## config.mk

```make
export PLATFORM = sky130hd
export DESIGN_NAME = clcd_bus_driver
export DESIGN_NICKNAME = d
export VERILOG_FILES = /design/src/rtl/clcd_bus_driver.sv
export SDC_FILE = /design/constraint.sdc
export NUM_CORES = 1
export LEC_CHECK = 0
export ABC_AREA = 0
export CAP_MARGIN = 20
export CORE_UTILIZATION = 49
export CTS_BUF_LIST = sky130_fd_sc_hd__clkbuf_2
export DETAILED_ROUTE_END_ITERATION = 8
export HOLD_SLACK_MARGIN = 0.05
export PLACE_DENSITY = 0.73
export SETUP_SLACK_MARGIN = 0.15
export SLEW_MARGIN = 5
export SYNTH_ARGS = -nofsm -noshare
export SYNTH_HDL_FRONTEND = slang
export SYNTH_SLANG_ARGS = --single-unit
export TNS_END_PERCENT = 30
```

## constraint.sdc

```tcl
create_clock -name iCLK -period 5.5 [get_ports iCLK]
set_clock_uncertainty 0.15 [all_clocks]
set_input_delay 1.1 -clock iCLK [delete_from_list [all_inputs] [get_ports iCLK]]
set_output_delay 1.1 -clock iCLK [all_outputs]
set_load 0.05 [all_outputs]
```

## src/rtl/clcd_bus_driver.sv

```systemverilog
// HD44780 write-bus timing generator answering a level start/done handshake.
// Define CLCD_BUSY_POLL_EN to replace the fixed execution wait with busy-flag polling.
module clcd_bus_driver #(
    parameter int unsigned SETUP_CYC    = 4,
    parameter int unsigned EN_CYC       = 16,
    parameter int unsigned HOLD_CYC     = 4,
    parameter int unsigned EXEC_CYC     = 2500,
    parameter int unsigned CLR_EXEC_CYC = 82000
) (
    input  logic       iCLK,
    input  logic       reset,
    input  logic [7:0] iDATA,
    input  logic       iRS,
    input  logic       iStart,
    output logic       oDone,
    output logic [7:0] LCD_DATA,
    output logic       LCD_RW,
    output logic       LCD_EN,
    output logic       LCD_RS
`ifdef CLCD_BUSY_POLL_EN
    ,
    input  logic [7:0] LCD_DATA_IN,
    output logic       LCD_DATA_OE
`endif
);

    localparam logic [2:0] ST_IDLE   = 3'd0;
    localparam logic [2:0] ST_SETUP  = 3'd1;
    localparam logic [2:0] ST_STROBE = 3'd2;
    localparam logic [2:0] ST_HOLD   = 3'd3;
    localparam logic [2:0] ST_EXEC   = 3'd4;
    localparam logic [2:0] ST_DONE   = 3'd5;

    // Terminal counter values; a zero parameter still yields a one-cycle state.
    localparam logic [17:0] LAST_SETUP = (SETUP_CYC == 0) ? 18'd0 : 18'(SETUP_CYC - 1);
    localparam logic [17:0] LAST_EN    = (EN_CYC == 0) ? 18'd0 : 18'(EN_CYC - 1);
    localparam logic [17:0] LAST_HOLD  = (HOLD_CYC == 0) ? 18'd0 : 18'(HOLD_CYC - 1);
    localparam logic [17:0] LAST_EXEC  = (EXEC_CYC == 0) ? 18'd0 : 18'(EXEC_CYC - 1);
    localparam logic [17:0] LAST_CLR   = (CLR_EXEC_CYC == 0) ? 18'd0 : 18'(CLR_EXEC_CYC - 1);

    logic [2:0]  r_state;
    logic [17:0] r_cnt;
    logic [17:0] r_exec_last;
    logic [7:0]  r_data;
    logic        r_rs;
    logic        r_rw;
    logic        r_en;
    logic        r_done;

    logic [2:0]  w_state_nx;
    logic [17:0] w_cnt_nx;
    logic [17:0] w_exec_last_nx;
    logic [7:0]  w_data_nx;
    logic        w_rs_nx;
    logic        w_rw_nx;
    logic        w_en_nx;
    logic        w_done_nx;

`ifdef CLCD_BUSY_POLL_EN
    logic        r_oe;
    logic        r_busy;
    logic [17:0] r_poll_cnt;
    logic        w_oe_nx;
    logic        w_busy_nx;
    logic [17:0] w_poll_cnt_nx;
`endif

    always_comb begin
        w_state_nx     = r_state;
        w_cnt_nx       = r_cnt + 18'd1;
        w_exec_last_nx = r_exec_last;
        w_data_nx      = r_data;
        w_rs_nx        = r_rs;
        w_rw_nx        = r_rw;
        w_en_nx        = r_en;
        w_done_nx      = r_done;
`ifdef CLCD_BUSY_POLL_EN
        w_oe_nx        = r_oe;
        w_busy_nx      = r_busy;
        w_poll_cnt_nx  = r_rw ? (r_poll_cnt + 18'd1) : 18'd0;
`endif
        case (r_state)
            ST_IDLE: begin
                w_cnt_nx = '0;
                if (iStart) begin
                    w_data_nx      = iDATA;
                    w_rs_nx        = iRS;
                    // Clear and return-home execute far slower than other instructions.
                    w_exec_last_nx = (!iRS && (iDATA[7:2] == 6'd0)) ? LAST_CLR : LAST_EXEC;
                    w_state_nx     = ST_SETUP;
`ifdef CLCD_BUSY_POLL_EN
                    w_oe_nx        = 1'b1;
`endif
                end
            end
            ST_SETUP: begin
                if (r_cnt == LAST_SETUP) begin
                    w_state_nx = ST_STROBE;
                    w_cnt_nx   = '0;
                    w_en_nx    = 1'b1;
                end
            end
            ST_STROBE: begin
`ifdef CLCD_BUSY_POLL_EN
                if (r_rw && (r_cnt == LAST_EN)) begin
                    w_busy_nx = LCD_DATA_IN[7];
                end
`endif
                if (r_cnt == LAST_EN) begin
                    w_state_nx = ST_HOLD;
                    w_cnt_nx   = '0;
                    w_en_nx    = 1'b0;
                end
            end
            ST_HOLD: begin
                if (r_cnt == LAST_HOLD) begin
                    w_cnt_nx = '0;
`ifdef CLCD_BUSY_POLL_EN
                    if (!r_rw) begin
                        // Write finished: release the bus and start reading the busy flag.
                        w_state_nx    = ST_SETUP;
                        w_oe_nx       = 1'b0;
                        w_rs_nx       = 1'b0;
                        w_rw_nx       = 1'b1;
                        w_poll_cnt_nx = '0;
                    end else if (r_busy) begin
                        w_state_nx = ST_SETUP;
                    end else begin
                        w_state_nx = ST_DONE;
                        w_rw_nx    = 1'b0;
                        w_done_nx  = 1'b1;
                    end
`else
                    w_state_nx = ST_EXEC;
`endif
                end
            end
            ST_EXEC: begin
                if (r_cnt == r_exec_last) begin
                    w_state_nx = ST_DONE;
                    w_cnt_nx   = '0;
                    w_done_nx  = 1'b1;
                end
            end
            ST_DONE: begin
                w_cnt_nx = '0;
                if (!iStart) begin
                    w_state_nx = ST_IDLE;
                    w_done_nx  = 1'b0;
                end
            end
            default: begin
                w_state_nx = ST_IDLE;
                w_cnt_nx   = '0;
                w_en_nx    = 1'b0;
                w_done_nx  = 1'b0;
            end
        endcase
`ifdef CLCD_BUSY_POLL_EN
        // Give up on a flag that never clears.
        if (r_rw && (r_poll_cnt == LAST_CLR)) begin
            w_state_nx = ST_DONE;
            w_cnt_nx   = '0;
            w_en_nx    = 1'b0;
            w_rw_nx    = 1'b0;
            w_done_nx  = 1'b1;
        end
`endif
    end

    always_ff @(posedge iCLK) begin
        if (reset) begin
            r_state     <= ST_IDLE;
            r_cnt       <= '0;
            r_exec_last <= '0;
            r_data      <= '0;
            r_rs        <= 1'b0;
            r_rw        <= 1'b0;
            r_en        <= 1'b0;
            r_done      <= 1'b0;
        end else begin
            r_state     <= w_state_nx;
            r_cnt       <= w_cnt_nx;
            r_exec_last <= w_exec_last_nx;
            r_data      <= w_data_nx;
            r_rs        <= w_rs_nx;
            r_rw        <= w_rw_nx;
            r_en        <= w_en_nx;
            r_done      <= w_done_nx;
        end
    end

`ifdef CLCD_BUSY_POLL_EN
    always_ff @(posedge iCLK) begin
        if (reset) begin
            r_oe       <= 1'b0;
            r_busy     <= 1'b0;
            r_poll_cnt <= '0;
        end else begin
            r_oe       <= w_oe_nx;
            r_busy     <= w_busy_nx;
            r_poll_cnt <= w_poll_cnt_nx;
        end
    end

    assign LCD_DATA_OE = r_oe;
`endif

    assign oDone    = r_done;
    assign LCD_DATA = r_data;
    assign LCD_RW   = r_rw;
    assign LCD_EN   = r_en;
    assign LCD_RS   = r_rs;

endmodule

```

# After elaboration in Yosys (flattened, before gate mapping)
# Cells that the tools add are included.
dict set report totals {
  regBits 50
  word_cells 53
}
dict set report classes {
  reduce_logical 11
  eq_ne 14
  n_addsub 1
  n_bitwise 2
  mux 18
}
# op n
set op_table {}
lappend op_table {{$mux 18} 3}
lappend op_table {{$pmux 18 s3} 1}
lappend op_table {{$add 18x1->18 const B} 1}
lappend op_table {{$eq 18x18->1} 1}
lappend op_table {{$eq 18x2->1 const B} 1}
lappend op_table {{$eq 18x4->1 const B} 1}
lappend op_table {{$mux 3} 6}
lappend op_table {{$pmux 3 s6} 1}
lappend op_table {{$mux 17} 1}
lappend op_table {{$ne 2x2->1 const B} 6}
lappend op_table {{$reduce_or 4->1} 2}
lappend op_table {{$eq 3x2->1 const B} 2}
lappend op_table {{$eq 3x3->1 const B} 2}
lappend op_table {{$logic_not 6->1} 1}
lappend op_table {{$pmux 1 s3} 2}
lappend op_table {{$reduce_and 3->1} 2}
lappend op_table {{$reduce_and 6->1} 1}
lappend op_table {{$mux 1} 4}
lappend op_table {{$eq 3x1->1 const B} 1}
lappend op_table {{$logic_not 3->1} 1}
lappend op_table {{$not 1->1} 2}
lappend op_table {{$reduce_and 2->1} 1}
lappend op_table {{$reduce_or 2->1} 1}
lappend op_table {{$logic_and 1x1->1} 1}
lappend op_table {{$logic_not 1->1} 1}

# Logic depth before layout (Yosys ltp)
# Gate-level depths: netlist of the first run.
dict set report logic_depth {
  depth_word 4
  depth_mapped 7
}

# Worst setup path after synthesis of the first run
# No wires, ideal clock.
dict set report synth_path {
  path_type {reg2reg}
  startpoint {register r_cnt[12]}
  endpoint {register r_cnt[11]}
  setup_ns 0.114
  path_stages_with_launch 7
  slack_ns 3.204
  n_path_buf 1
  arrival_time_ns 2.032
  period_less_slack_ns 2.296
  path_cell_list {dfxtp_1 -> or4_4 -> nor4_4 -> a311oi_1 -> o31ai_4 -> buf_4 -> nor2_1}
}
dict set report synth_via {
  elab_chain_len 3
}
# item line
set synth_lines {}
lappend synth_lines {{start, declared} 42} ;# logic [17:0] r_cnt;
lappend synth_lines {{start signal, assigned} 183} ;# r_cnt <= w_cnt_nx;
lappend synth_lines {{$eq 18x18->1 (tied with other cells)} 139} ;# if (r_cnt == r_exec_last) begin
lappend synth_lines {{$mux 18 (on tied branches)} n/a}
lappend synth_lines {{$pmux 18 s3 (*)} 82} ;# case (r_state)
# Every way passes the cells marked *; elsewhere a longest branch is shown, timed or not.
# A chain may end at the register's enable or synchronous reset.

# Final worst setup path of the first run
dict set report layout_path {
  startpoint {register r_data[4] (netlist: LCD_DATA[4])}
  endpoint {output port LCD_DATA[4]}
}
# item line
set layout_rtl {}
lappend layout_rtl {{start, declared} 44} ;# logic [7:0] r_data;
lappend layout_rtl {{start signal, assigned} 185} ;# r_data <= w_data_nx;
lappend layout_rtl {{end, declared} 16} ;# output logic [7:0] LCD_DATA,
# No word-level cell between the ends.

==> qor.txt, run 1 <==
SETUP PATH
------------------------------------------------------------------------------
Start-to-end type of the worst setup path                         flop to primary output
Category of the worst setup path launch point                             flop
Worst Path Max Fanout                                                        2
Cell-by-cell listing of the critical path                         clkdlybuf4s50_1
Crit end category                                                 primary output
Data arrival at the endpoint of the critical path                      1.57 ns
Crit-path max cell delay                                               0.81 ns
Highest-delay cell along the critical path                        clkdlybuf4s50_1
Worst path top cell family by delay                               buffers and inverters
Count of buffer and inverter cells on the critical path                      1
Data required time of the critical path                                4.25 ns

CLOCKING
------------------------------------------------------------------------------
Resized Gates After CTS                                                      0
Number of buffers inserted by hold repair at cts                             0
Setup bufs post-CTS                                                          0
Clock latency reported for the late side of the worst-skew pair        0.39 ns
TritonCTS Buffers                                                            5
CTS tree                                                                 built
H-tree levels                                                                2
Cell at the root of the clock tree                                    clkbuf_2
Clock-pin transition on the worst setup and hold timing paths          0.19 ns
Count of clock tree sinks                                                   35
Clock Path Buffers                                                           2

PLACE
------------------------------------------------------------------------------
Port-buffer cells                                                           22
Detailed Place HPWL                                               2351 microns
RePlAce Congestion                                                      0.7800

GLOBAL ROUTE
------------------------------------------------------------------------------
Initial antenna violation count                                              0
Total routing usage reported by global routing                          20.91%
Grt ovf                                                                      0
Number of global-route vias before repair                                 1254
Maximum number of pins on one net before global-route repair                19
First-pass GRT wire length                                        5382 microns

LOGIC SYNTHESIS
------------------------------------------------------------------------------
Async set-or-reset flop fraction in the synthesized netlist                 0%
Post-synthesis instance area                                        1593 sq um
Part of the Yosys area used for sequential elements                     43.99%
Distinct cell type count after synthesis                                    37
Syn avg cell area                                                  8.296 sq um
Yosys warning total                                                          0
Mapped Nets                                                                205
Flops & latches, synth                                                      35
Number of synthesized flops with an enable pin                               0
Number of instances in the synthesized netlist                             192
Most frequently used flop master after synthesis                       dfxtp_1

FINISH
------------------------------------------------------------------------------
Final Net Count                                                            226
Final standard cell utilization of the core                             60.77%
Fraction of final layout cells sized beyond drive strength 1            6.075%
Sequential cell area                                               700.7 sq um
Multi-input gate area                                              843.3 sq um
Layout overhead on the synthesized area                                 17.44%
Antenna Diode Count                                                          0
Number of inserted filler cells in the final layout                        288

WORST HOLD PATH
------------------------------------------------------------------------------
Path class of the lowest-slack min-delay path                     flop to flop

POWER AND IR DROP
------------------------------------------------------------------------------
Overall power                                                         453.9 uW
Static leakage                                                    0.0006721 uW
Power density normalized to cell area                             242.7 nW/um^2
Peak supply drop                                                     0.1683 mV

ROUTE
------------------------------------------------------------------------------
Via count                                                                 1385
Post-detailed-route count of antenna-violating nets                          0
Detailed Route WL                                                 3196 microns
Via/cell ratio                                                           5.368
Wirelength per Cell                                               12.39 microns
DR iter-0 viols                                                             69
Total iterations of the first detailed-routing run                           4
Detailed-route DRC error count                                               0

STA
------------------------------------------------------------------------------
Worst-case hold slack                                                0.3200 ns
Measured slew at the worst slew-check pin                            0.7274 ns
Max-slew headroom                                                       51.13%
Unrepaired setup endpoints after global routing                             no
Final Hold Violating Endpoints                                               0
Minimum period implied by the final worst setup slack                 2.821 ns
Setup-failing EPs final                                                      0
Number of pins with negative max-slew slack in the final report              0
Sum Neg Setup Slack                                                       0 ns
Final clock period utilization by the worst path                        51.29%
Fmax                                                                 354.5 MHz

FLOORPLANNING
------------------------------------------------------------------------------
DIE HEIGHT                                                        59.02 microns
Chip width                                                        59.02 microns
Placement row count                                                         20
Starting density of the core                                            51.75%
Top-level I/O count                                                         24
Area of the core                                                    3078 sq um
Area of the die                                                     3483 sq um

RUN STATUS
------------------------------------------------------------------------------
Status                                                            finished, final reports clean

JOB
------------------------------------------------------------------------------
Number of maximum-capacitance constraint violations                          0

==> power breakdown <==
group	internal [uW]	switching, uW
clock	28.3	87.3
sequential	262	6.51
combinational	25.9	43.8
total	316	138
==> registers in the layout, indices dropped and copies added (netlist names) <==
signal,count
LCD_DATA,8
r_state,3
r_cnt,18
LCD_RS,1
r_exec_last,3
LCD_EN,1
oDone,1
==> layer usage <==
| metal | share of wire [%] | wire (microns) | global-route usage, % |
|---|---|---|---|
| met5 | 0 | 0 | 0 |
| met4 | 1.5 | 47 | 7.143 |
| met1 | 47 | 1490 | 25.31 |
| met2 | 48 | 1531 | 35.06 |
| met3 | 4.0 | 128 | 6.550 |
==> worst reg2reg max path, delay by kind of cell, from the launching register on <==
kind | cells | cell delay [ns]
AND/OR/NAND/NOR | 3 | 1.10
AO/OA/AOI/OAI | 2 | 0.91
flip-flops | 1 | 0.38
==> logic make-up (layout without fill, tap and decap cells) <==
| family | count (synthesis) | after routing | share of synthesized area, % |
|---|---|---|---|
| buffers and inverters | 11 | 33 | 3.063 |
| flip-flops | 35 | 35 | 43.99 |
| AND/OR/NAND/NOR | 99 | 99 | 30.48 |
| adder cells (fa/ha/maj) | 1 | 1 | 0.7854 |
| AO/OA/AOI/OAI | 28 | 28 | 12.10 |
| XOR/XNOR | 17 | 17 | 9.348 |
| other | 1 | 1 | 0.2354 |
==> final cells by class <==
class,count,share of cell area [%]
clock buffers,5,1.338
clock inverters,3,0.8027
inverters,3,0.6020
multi-input cells,146,45.08
flip-flops and latches,35,37.46
well taps,44,2.943
repair buffers,22,11.77
==> cells in the mapped netlist (all sizes together) (2+ instances only) <==
library cell   n  share of area, %
dfxtp         35                44
nand2         32               7.5
nor2          29               6.8
xor2          14               7.7
a21oi         13               4.1
nand3         11               3.5
clkbuf         6               1.4
nand4          5               2.0
or4            4               2.4
and3           3               1.2
inv            3              0.71
nor3           3              0.94
o21ai          3              0.94
xnor2          3               1.6
a211oi         2              0.94
a31oi          2              0.79
and2           2              0.79
and4           2               1.1
buf            2              0.94
nor4           2               1.7
or3            2              0.79
==> final timing paths <==
check / start / to / slack [ns] / cells after the start
setup reg to reg: r_cnt[12]$_SDFF_PP0_ / r_cnt[7]$_SDFF_PP0_ / 2.85 / 5
hold reg to reg: LCD_RS$_SDFFE_PP0P_ / LCD_RS$_SDFFE_PP0P_ / 0.32 / 2
hold / removal: LCD_RS$_SDFFE_PP0P_ / LCD_RS$_SDFFE_PP0P_ / 0.32 / 2
setup / recovery: LCD_DATA[4]$_SDFFE_PP0P_ / LCD_DATA[4] / 2.68 / 1
==> cell usage in the layout, fill, tap and decap left out, types with 3 or more instances in the layout <==
cell type / netlist / routed
xor2_1: 14 / 14
nor2_1: 29 / 29
clkbuf_2: 0 / 5
nand3_1: 11 / 11
dfxtp_1: 35 / 35
o21ai_0: 3 / 3
xnor2_1: 3 / 3
and3_1: 3 / 3
nand4_1: 5 / 5
nor3_1: 3 / 3
inv_1: 3 / 3
nand2_1: 32 / 32
a21oi_1: 13 / 13
clkdlybuf4s50_1: 0 / 22
==> metrics by stage <==
step / cells / instance area, sq um / setup slack [ns]
after floorplan: 192 / 1593 / 3.204
after global placement: 250 / 1831 / 2.623
after detailed placement: 250 / 1831 / 2.578
after CTS: 258 / 1871 / 2.660
after global routing: 258 / 1871 / 2.610
final: 258 / 1871 / 2.679
Power figures use the tool's default switching activity.
==> run 2, diff against run 1 <==
--- a/config.mk
+++ b/config.mk
@@ -11,7 +11,7 @@
 export CTS_BUF_LIST = sky130_fd_sc_hd__clkbuf_2
 export DETAILED_ROUTE_END_ITERATION = 8
 export HOLD_SLACK_MARGIN = 0.05
-export PLACE_DENSITY = 0.73
+export PLACE_DENSITY = 0.76
 export SETUP_SLACK_MARGIN = 0.15
 export SLEW_MARGIN = 5
 export SYNTH_ARGS = -nofsm -noshare
==> constraint.sdc (replaced) <==
create_clock -name iCLK -period 2.5 [get_ports iCLK]
set_clock_uncertainty 0.15 [all_clocks]
set_input_delay 0.5 -clock iCLK [delete_from_list [all_inputs] [get_ports iCLK]]
set_output_delay 0.5 -clock iCLK [all_outputs]
set_load 0.05 [all_outputs]
==> qor.txt, run 2 (synthesis results as in run 1) <==
FLOORPLANNING
-------------------------------------------------------------------------------------
Top-level I/O count                                                                24
Starting density of the core                                                   51.75%
DIE HEIGHT                                                               59.02 microns
Area of the core                                                           3078 sq um
Chip width                                                               59.02 microns
Placement row count                                                                20
Area of the die                                                            3483 sq um

GLOBAL ROUTE
-------------------------------------------------------------------------------------
First-pass GRT wire length                                               5575 microns
Initial antenna violation count                                                     0
Maximum number of pins on one net before global-route repair                       19
Number of global-route vias before repair                                        1287
Total routing usage reported by global routing                                 21.27%
Grt ovf                                                                             0

SETUP PATH
-------------------------------------------------------------------------------------
Critical register-to-register path startpoint                            r_cnt[4]$_SDFF_PP0_
Worst path top cell family by delay                                      simple AND/OR/NAND/NOR gates
Launching instance or port of the critical path                          r_cnt[4]$_SDFF_PP0_
Count of buffer and inverter cells on the critical path                             1
Cell-by-cell listing of the critical path                                or4_4 -> nor4_4 -> a21oi_2 -> o31ai_4 -> buf_12 -> nor2_1
Category of the worst setup path launch point                                    flop
R2r setup slk                                                                 0.26 ns
Start-to-end type of the worst setup path                                flop to flop
Data required time of the critical path                                       2.62 ns
Worst Path Max Fanout                                                              18
Highest-delay cell along the critical path                                      or4_4
Crit-path max cell delay                                                      0.56 ns
Data arrival at the endpoint of the critical path                             2.36 ns
Crit end category                                                                flop

STA
-------------------------------------------------------------------------------------
Sum Neg Setup Slack                                                              0 ns
Final clock period utilization by the worst path                               89.54%
Unrepaired setup endpoints after global routing                                    no
Number of pins with negative max-slew slack in the final report                     0
Minimum period implied by the final worst setup slack                        2.238 ns
Max-slew headroom                                                              65.56%
Fmax                                                                        446.7 MHz
Measured slew at the worst slew-check pin                                   0.5149 ns
Final Hold Violating Endpoints                                                      0
Setup-failing EPs final                                                             0

FINISH
-------------------------------------------------------------------------------------
Antenna Diode Count                                                                 0
Commonest cells after routing, fill and taps aside                       dfxtp_1, nand2_1, nor2_1
Final standard cell utilization of the core                                    62.40%
Layout overhead on the synthesized area                                        20.58%
Fraction of final layout cells sized beyond drive strength 1                   8.716%
Most frequent standard cell in the layout excluding fill and tap cells        dfxtp_1
Largest reg by FF count                                                         r_cnt
Max reg flops                                                                      18
Number of inserted filler cells in the final layout                               271
Final Net Count                                                                   230

ROUTE
-------------------------------------------------------------------------------------
Via/cell ratio                                                                  5.412
Detailed-route DRC error count                                                      0
DR iter-0 viols                                                                    59
Total iterations of the first detailed-routing run                                  4
Post-detailed-route count of antenna-violating nets                                 0
Detailed Route WL                                                        3309 microns
Wirelength per Cell                                                      12.63 microns
Via count                                                                        1418

CLOCKING
-------------------------------------------------------------------------------------
Clock Path Buffers                                                                  2
Number of buffers inserted by hold repair at cts                                    0
TritonCTS Buffers                                                                   5
Cell at the root of the clock tree                                           clkbuf_2
H-tree levels                                                                       2
CTS tree                                                                        built
Clock-pin transition on the worst setup and hold timing paths                 0.17 ns
Clock latency reported for the late side of the worst-skew pair               0.37 ns
Count of clock tree sinks                                                          35

JOB
-------------------------------------------------------------------------------------
Number of maximum-capacitance constraint violations                                 0

POWER AND IR DROP
-------------------------------------------------------------------------------------
Peak supply drop                                                            0.2858 mV
Power density normalized to cell area                                    518.8 nW/um^2
Static leakage                                                           0.0007020 uW

RUN STATUS
-------------------------------------------------------------------------------------
Status                                                                   finished, final reports clean

PLACE
-------------------------------------------------------------------------------------
RePlAce Congestion                                                             0.8223
Detailed Place HPWL                                                      2402 microns
Port-buffer cells                                                                  22

WORST HOLD PATH
-------------------------------------------------------------------------------------
Startpoint of the most critical hold path                                LCD_DATA[2]$_SDFFE_PP0P_
Path class of the lowest-slack min-delay path                            flop to flop

==> run 2: cell types whose count changed in the layout (fill, tap and decap cells not counted) <==
cell / change
clkbuf_2: +1
a21oi_2: +1
a21oi_1: -1
buf_12: +1
clkinvlp_4: -1
a311oi_2: +1
a311oi_1: -1
buf_4: +3
==> run 2: routing by layer <==
metal | vias up | part of all wire [%] | global-route usage (%)
li1 | 715 | - | -
met1 | 667 | 47 | 26.55
met2 | 31 | 48 | 35.06
met3 | 5 | 3.6 | 4.803
met4 | 0 | 1.4 | 9.524
met5 | - | 0 | 0
==> run 2: final timing paths <==
check | cells after the start | end
worst max-delay path | 6 | r_cnt[12]$_SDFF_PP0_
worst max register to register | 6 | r_cnt[12]$_SDFF_PP0_
worst min-delay path | 2 | LCD_DATA[2]$_SDFFE_PP0P_
worst min register to register | 2 | LCD_DATA[2]$_SDFFE_PP0P_
==> run 2: tightest hold or removal path, stage by stage, from the launching register on <==
cell,delay (ns)
dfxtp_1,0.34
nand2_1,0.05
a21oi_1,0.05
==> run 2: what timing repair did <==
action,4_1_cts,5_1_grt
resized for setup,0,2
setup buffers,0,1
setup endpoints to repair,0,18
==> run 2: final cells by class <==
cell class	count	area [sq um]	area share (%)
inverters	3	11.26	0.5863
multi-input cells	146	853.3	44.43
well taps	44	55.05	2.866
clock buffers	6	30.03	1.564
clock inverters	2	7.507	0.3909
repair buffers	26	262.8	13.68
flip-flops and latches	35	700.7	36.48
==> run 2: report_power, final <==
group | leakage (uW) | internal, uW | switching [uW] | total (uW)
combinational | 0.000390 | 63.7 | 98.7 | 162
sequential | 0.000284 | 576 | 14.6 | 591
clock | 0.0000281 | 67.3 | 176 | 243
total | 0.000702 | 707 | 289 | 996
==> run 2: stage by stage <==
step	area, sq um	worst slack (ns)	cells	power (uW)	hold WS, ns
after floorplan	1593	0.2040	192	705.5	0.2954
after detailed placement	1866	0.1951	253	763.2	0.2969
after global placement	1866	0.2610	253	760.0	0.2917
final	1921	0.2616	262	996.4	0.3163
after global routing	1921	0.1550	262	1040	0.3394
after CTS	1903	0.1699	261	1002	0.3178
